File: config.mk
export PLATFORM = sky130hd
export DESIGN_NAME = sigmoid_nn_layer0_ctrl
export DESIGN_NICKNAME = d
export VERILOG_FILES = /design/src/rtl/sigmoid_nn_pkg.sv /design/src/rtl/sigmoid_act.sv /design/src/rtl/sigmoid_nn_layer0_ctrl.sv
export SDC_FILE = /design/constraint.sdc
export NUM_CORES = 1
export LEC_CHECK = 0
export BUFFER_PORTS_ARGS = -buffer_cell sky130_fd_sc_hd__buf_2
export CAP_MARGIN = 15
export CORE_AREA = 3 3 96 98
export CTS_CLUSTER_DIAMETER = 50
export DETAILED_ROUTE_END_ITERATION = 16
export DIE_AREA = 0 0 99 101
export PLACE_DENSITY = 0.73
export SETUP_SLACK_MARGIN = 0.3
export SLEW_MARGIN = 20
export SYNTH_ARGS = -nofsm -noshare
export SYNTH_HDL_FRONTEND = slang
export SYNTH_HIERARCHICAL = 1
export SYNTH_SLANG_ARGS = --single-unit
export TNS_END_PERCENT = 30
File: constraint.sdc
create_clock -name clk -period 13.6 [get_ports clk]
set_input_delay 2.04 -clock clk [delete_from_list [all_inputs] [get_ports clk]]
set_output_delay 2.04 -clock clk [all_outputs]
set_load 0.05 [all_outputs]
File: src/rtl/sigmoid_nn_pkg.sv
// sigmoid_nn_pkg: shared constants, data type and sigmoid table for the fixed-point sigmoid network
package sigmoid_nn_pkg;
  localparam int WIDTH    = 8;
  localparam int FRAC     = 4;
  localparam int N_INPUTS = 2;
  typedef logic signed [WIDTH-1:0] q_t;
  localparam q_t SIG_TH [16] = '{
    -8'sd54, -8'sd36, -8'sd26, -8'sd20, -8'sd15, -8'sd10, -8'sd6, -8'sd2,
     8'sd3,   8'sd7,   8'sd11,  8'sd16,  8'sd21,  8'sd27,  8'sd37, 8'sd55
  };
  function automatic q_t sigmoid_lut(input q_t z);
    q_t a;
    a = '0;
    for (int k = 0; k < 16; k++) if (z >= SIG_TH[k]) a = a + q_t'(1);
    return a;
  endfunction
endpackage

File: src/rtl/sigmoid_act.sv
// sigmoid_act: combinational Q3.4 sigmoid, a = round(16/(1+exp(-z/16)))
module sigmoid_act
  import sigmoid_nn_pkg::*;
(
  input  q_t z,
  output q_t a
);
  // each threshold is where the rounded output steps up by one
  always_comb a = sigmoid_lut(z);
endmodule

File: src/rtl/sigmoid_nn_layer0_ctrl.sv
// sigmoid_nn_layer0_ctrl: MAC-completion counter and per-neuron sigmoid activation for layer 0
module sigmoid_nn_layer0_ctrl
  import sigmoid_nn_pkg::*;
(
  input  logic clk,
  input  logic rst,
  input  logic ack,
  output logic ack_mac,
  input  q_t   z0_value,
  input  q_t   z1_value,
  output q_t   a0,
  output q_t   a1
);
  localparam int CNT_W = $clog2(N_INPUTS + 1);
  logic [CNT_W-1:0] cnt;
  // count MAC step acks, saturating at N_INPUTS so late acks are ignored
  always_ff @(posedge clk or negedge rst)
    if (!rst) cnt <= '0;
    else if (ack && !ack_mac) cnt <= cnt + CNT_W'(1);
  // decoded from the register so the level is glitch-free
  always_comb ack_mac = cnt == CNT_W'(N_INPUTS);
  sigmoid_act u_act0 (.z(z0_value), .a(a0));
  sigmoid_act u_act1 (.z(z1_value), .a(a1));
endmodule

======== After elaboration in Yosys (flattened, before gate mapping) ========
Index checks and enable logic that the tools add are counted.
storage, ports and cells
  output and inout bits ................... 17
  flip-flop bits (word level) ............. 2
  input port bits ......................... 19
  logic and storage cells ................. 99
operators by class
  multiplexer cells ....................... 32
  magnitude comparators ................... 32
  equal/unequal tests ..................... 1
  add/subtract/negate cells ............... 31
  reductions and logical operators ........ 2
operators with widths
  cell                 number
  $mux 8               30
  $add 8x2->8 const B  28
  $ge 8x6->1 const B   10
  $ge 8x7->1 const B   8
  $ge 8x5->1 const B   6
  $ge 8x4->1 const B   4
  $ge 8x2->1 const B   2
  $ge 8x3->1 const B   2
  $add 1x1->2 const B  2
  $add 2x1->2 const B  1
  $eq 2x2->1 const B   1
  $mux 1               2
  $logic_and 1x1->1    1
  $logic_not 1->1      1

======== Longest topological paths before layout ========
  depth in word-level cells ............... 32
  mapped depth ............................ 48

======== Modules after synthesis ========
The synthesis kept the hierarchy.
modules (own cells, without submodules)
  module                  area each (um2)  cells each  instances
  sigmoid_act             2,265.9          318         2
  sigmoid_nn_layer0_ctrl  102.6            8           1

======== Least setup slack after synthesis ========
OpenSTA, ideal clock, no wires.
  path type ............................... in2out
  start ................................... input z0_value[7]
  end ..................................... output a0[6]
  stages on the path ...................... 48
  data required time ...................... 11.560 ns
  buffers on the path ..................... 3
  arrival ................................. 11.370 ns
  slack ................................... 0.190 ns
  path through ............................ buf_2 > clkbuf_1 > clkbuf_1 > and2_1 > ha_1 > clkinv_1 > xnor2_1 > ha_1 > nor3_1 > o21ba_2 > a21oi_1 > ha_1 > nand2_1 > o21ai_1 > ha_1 > mux2_2 > ha_1 > nand2b_1 > [... 12 more ...] > nand2_1 > ha_1 > nor2_1 > a31oi_1 > ha_1 > mux2i_1 > o211ai_1 > ha_1 > mux2_2 > ha_1 > mux2_2 > ha_1 > nand2_1 > nor3b_1 > nor2_1 > mux2i_1 > a21oi_1 > o22ai_1
on the way
  word-level cells in the longest chain between the ends .. 32
  elaborated cells on any way between the ends .. 47
  classes of those cells .................. add/sub: 15; order compare: 16; mux: 16
ends and longest elaborated chain
  what               RTL line                      text
  start, declared    sigmoid_nn_layer0_ctrl.sv:9   input q_t z0_value,
  $ge 8x7->1         sigmoid_nn_pkg.sv:14          for (int k = 0; k < 16; k++) if (z >= SIG_TH[k]) a = a + q_t'(1);
  $mux 1             sigmoid_nn_pkg.sv:14
  $add 1x1->2        sigmoid_nn_pkg.sv:14
  $mux 8             sigmoid_nn_pkg.sv:14
  $add 8x2->8        sigmoid_nn_pkg.sv:14
  $mux 8             sigmoid_nn_pkg.sv:14
  $add 8x2->8        sigmoid_nn_pkg.sv:14
  $mux 8             sigmoid_nn_pkg.sv:14
  [... 16 more ...]  -
  $add 8x2->8        sigmoid_nn_pkg.sv:14
  $mux 8             sigmoid_nn_pkg.sv:14
  $add 8x2->8        sigmoid_nn_pkg.sv:14
  $mux 8             sigmoid_nn_pkg.sv:14
  $add 8x2->8        sigmoid_nn_pkg.sv:14
  $mux 8             sigmoid_nn_pkg.sv:14
  $add 8x2->8        sigmoid_nn_pkg.sv:14
  $mux 8 *           sigmoid_nn_pkg.sv:14
  end, declared      sigmoid_nn_layer0_ctrl.sv:11  output q_t a0,
Every way passes the cells marked *; elsewhere a longest branch is shown, timed or not.

======== Worst setup path in the final report ========
  start ................................... input z1_value[3]
  end ..................................... output a1[6]
on the way
  word-level cells in the longest chain between the ends .. 32
  elaborated cells on any way between the ends .. 47
  classes of those cells .................. add/sub: 15; order compare: 16; mux: 16
ends and longest elaborated chain
  what               RTL line                      text
  start, declared    sigmoid_nn_layer0_ctrl.sv:10  input q_t z1_value,
  $ge 8x7->1         sigmoid_nn_pkg.sv:14
  $mux 1             sigmoid_nn_pkg.sv:14
  $add 1x1->2        sigmoid_nn_pkg.sv:14
  $mux 8             sigmoid_nn_pkg.sv:14
  $add 8x2->8        sigmoid_nn_pkg.sv:14
  $mux 8             sigmoid_nn_pkg.sv:14
  $add 8x2->8        sigmoid_nn_pkg.sv:14
  $mux 8             sigmoid_nn_pkg.sv:14
  [... 16 more ...]  -
  $add 8x2->8        sigmoid_nn_pkg.sv:14
  $mux 8             sigmoid_nn_pkg.sv:14
  $add 8x2->8        sigmoid_nn_pkg.sv:14
  $mux 8             sigmoid_nn_pkg.sv:14
  $add 8x2->8        sigmoid_nn_pkg.sv:14
  $mux 8             sigmoid_nn_pkg.sv:14
  $add 8x2->8        sigmoid_nn_pkg.sv:14
  $mux 8 *           sigmoid_nn_pkg.sv:14
  end, declared      sigmoid_nn_layer0_ctrl.sv:12  output q_t a1
Marks and branches as above.

==> impl_results.md <==
- Status: completed
- Total gr overflow: 0
- # fillers: 770
- Post-route cell area: 5330 µm²
- Routed wire length: 12800 µm
- Area leader, netlist: xnor2_1
- CP Max Fanout: 17
- Most instantiated cells after synthesis: 70 x nor2_1, 52 x nand2_1, 45 x xnor2_1
- Synth top area cells: xnor2_1 8.5%, ha_1 7.8%, nor2_1 5.7%
- PwrDens: 167 nW/µm²
- Peak VDD IR: 0.000226 V
- Period utilisation layout: 94.5%
- Worst Skew: 0.000157 ns
- Post-route setup TNS: 0 ns
- Clock latency on the worst-skew pair: 0.21 ns
- Unrepaired setup endpoints after global routing: true
- Cell Rows: 34
- DRT Pass-1 Iters: 5
- Top-Level Pins: 36
- Area Growth Syn to Fin: 15.0%
- Post-synth EDFFs: 0
- Seq cells post-synth: 2
- Nets: 728
- Hold WS: 0.463 ns
- Cts bufs inserted: 3
- Cts hold-fix bufs: 0
- Hold Path Class: flip-flop to flip-flop
- Area of the core: 8550 µm²
- Cells after Synth: 644
- MaxCap Viol Count: 0
- Root buffer cell: clkbuf_8
- Top flop regs: cnt (2)
- CP endpoint kind: output pin
- Fin cells: 786
- Worst path slowest cell: a2111o_1
- Die ar.: 10000 µm²
- Switching fraction of total power: 58.6%
- Cell total after placement: 763
- Top-area cell type share of the netlist area: 8.50%
- DP Area: 4840 µm²
- CTS sink cnt: 2
- Cell with the most instances after synthesis: nor2_1
- Syn Nets: 692
- CTS tree: built
- I/O Buffers: 33
- Distinct cells, synth: 81
- Final min period: 12.85 ns
- Vias in the first global route: 4792
- GRT Total Usage: 24.0%
- Critical path data arrival time: 10.81 ns
- Initial Util: 54.2%
- Ys flop type: dfrtp_1
- Mapped cell area: 4630 µm²
- Initial DRC Count: 246
- Biggest register: cnt
- Placement Setup Slack: 0.0200 ns
- Largest register FFs: 2
- Asr flop ratio synth: 100%
- Global-route wire length before repair: 21000 µm
- Residual DRC: 0
- Crit path top cell by count: ha_1
- Crit path launch type: input pin
- YS warnings: 6
- H-tree depth: 1
- Int Power: 0.367 mW
- Clock-pin slew on the worst setup and hold paths: 0.03 ns
- Final Core Density: 62.3%
- FMAX: 77.8 MHz
- WS Path Type: input pin to output pin
- DR vias/cell: 6.40
- Final GP Congestion: 1.03
- Syn Area/Cell: 7.20 µm²
- Die Width: 99 µm
- CTS max path bufs: 2
- Comb pwr share: 96.1%
- Sw Pwr: 0.520 mW
- Register area share after synthesis: 1.08%
- Total power: 0.887 mW
- Clk network pwr share: 2.7%
- Worst Path Required: 11.56 ns
- Max Slew Vio Count: 0
- P_leak: 2.08 nW
- Final Hold Viols: 0
- Ant diodes: 0
- Largest net degree at the start of global routing: 26
- Final setup margin: 0.754 ns
- Relative slew slack: 46.2%
- Initial antenna violation count: 0
- DPL Wire Length: 9590 µm
- Critical Path Max Stage Delay: 0.44 ns
- DR WL/cell: 16.3 µm
- Worst-Margin Slew: 0.796 ns
- Routed vias: 5030
- Final setup viols: 0
- Final ANT Viol Nets: 0
- Die Ht: 101 µm
- Layout cell share with drive strength beyond 1: 27.3%
- Seq pwr share: 1.3%
## cell type report
class / count / area, µm² / share of cell area [%]
flip-flops and latches: 2 / 50.0 / 0.939
multi-input cells: 578 / 4530 / 85.0
inverters: 26 / 97.6 / 1.83
repair buffers: 69 / 473 / 8.88
well taps: 108 / 135 / 2.54
clock buffers: 3 / 41.3 / 0.775
## kinds of logic (layout without fill, tap and decap cells)
kind of cell	after synthesis	in the layout	synth area share, %
XOR/XNOR	87	87	20.4
flip-flops	2	2	1.08
other	2	2	0.162
AND/OR/NAND/NOR	241	241	26.4
buffers and inverters	64	98	6.86
multiplexers	23	23	5.67
adder cells (fa/ha/maj)	31	31	8.26
AO/OA/AOI/OAI	194	194	31.2
## worst max-delay path, delay by kind of cell
kind	cells	cell delay [ns]
AOI/OAI and AO/OA	17	2.51
xor gates and xnor gates	2	0.30
adders and majority gates	11	3.13
buffers and inverters	5	0.67
muxes	4	0.75
and+or+nand+nor	11	1.38
## per-layer routing
layer	vias to the layer above	global-route usage (%)	part of all wire, %
met3	30	0.623	4.8
met5	-	0	0
met2	174	44.5	53
li1	2446	-	-
met4	0	7.98	2.0
met1	2380	30.0	41
## cells in the final DEF, fill, tap and decap left out, types with 7 or more instances in the layout
cell type   n
mux2i_1     7
inv_1      22
a21o_1     12
xnor2_2     8
mux2_2     10
buf_4      33
o31ai_1     7
xor2_1     26
ha_1       23
xnor2_1    43
o21ai_1    10
o211ai_1    8
nand3_1    28
or2_2       8
nor2_1     70
nand2_1    48
a31oi_1    12
nor3_1      8
a21oi_1    35
o21ai_0    12
and2_1      7
a21oi_2    11
nand4_1    14
buf_2      27
## power by group through the flow
stage | registers, mW | clock network (mW) | logic [mW]
after CTS | 0.0113 | 0.0242 | 0.778
after global placement | 0.0110 | 0 | 0.741
final | 0.0112 | 0.0235 | 0.853
after floorplan | 0.0108 | 0 | 0.638
after global routing | 0.0116 | 0.0252 | 0.926
after detailed placement | 0.0113 | 0 | 0.763
## what timing repair did
| action | CTS | global route |
|---|---|---|
| buffers inserted | 2 | 18 |
| resized for setup | 11 | 53 |
| endpoints found under the hold margin | 0 | 0 |
| endpoints found under the setup margin | 4 | 12 |
| pin swaps | 2 | 32 |
## path summary, 6_finish.rpt
kind                              from      to  slack [ns]  cells past startpoint
setup / recovery           z1_value[3]   a1[6]        0.75                     50
hold / removal                  cnt[0]  cnt[0]        0.46                      1
setup reg to reg                cnt[0]  cnt[1]       12.60                      4
hold reg to reg                 cnt[0]  cnt[0]        0.46                      1
max in group asynchronous          rst  cnt[0]       11.89                      1
min in group asynchronous          rst  cnt[1]        1.61                      1
Power figures use the tool's default switching activity.
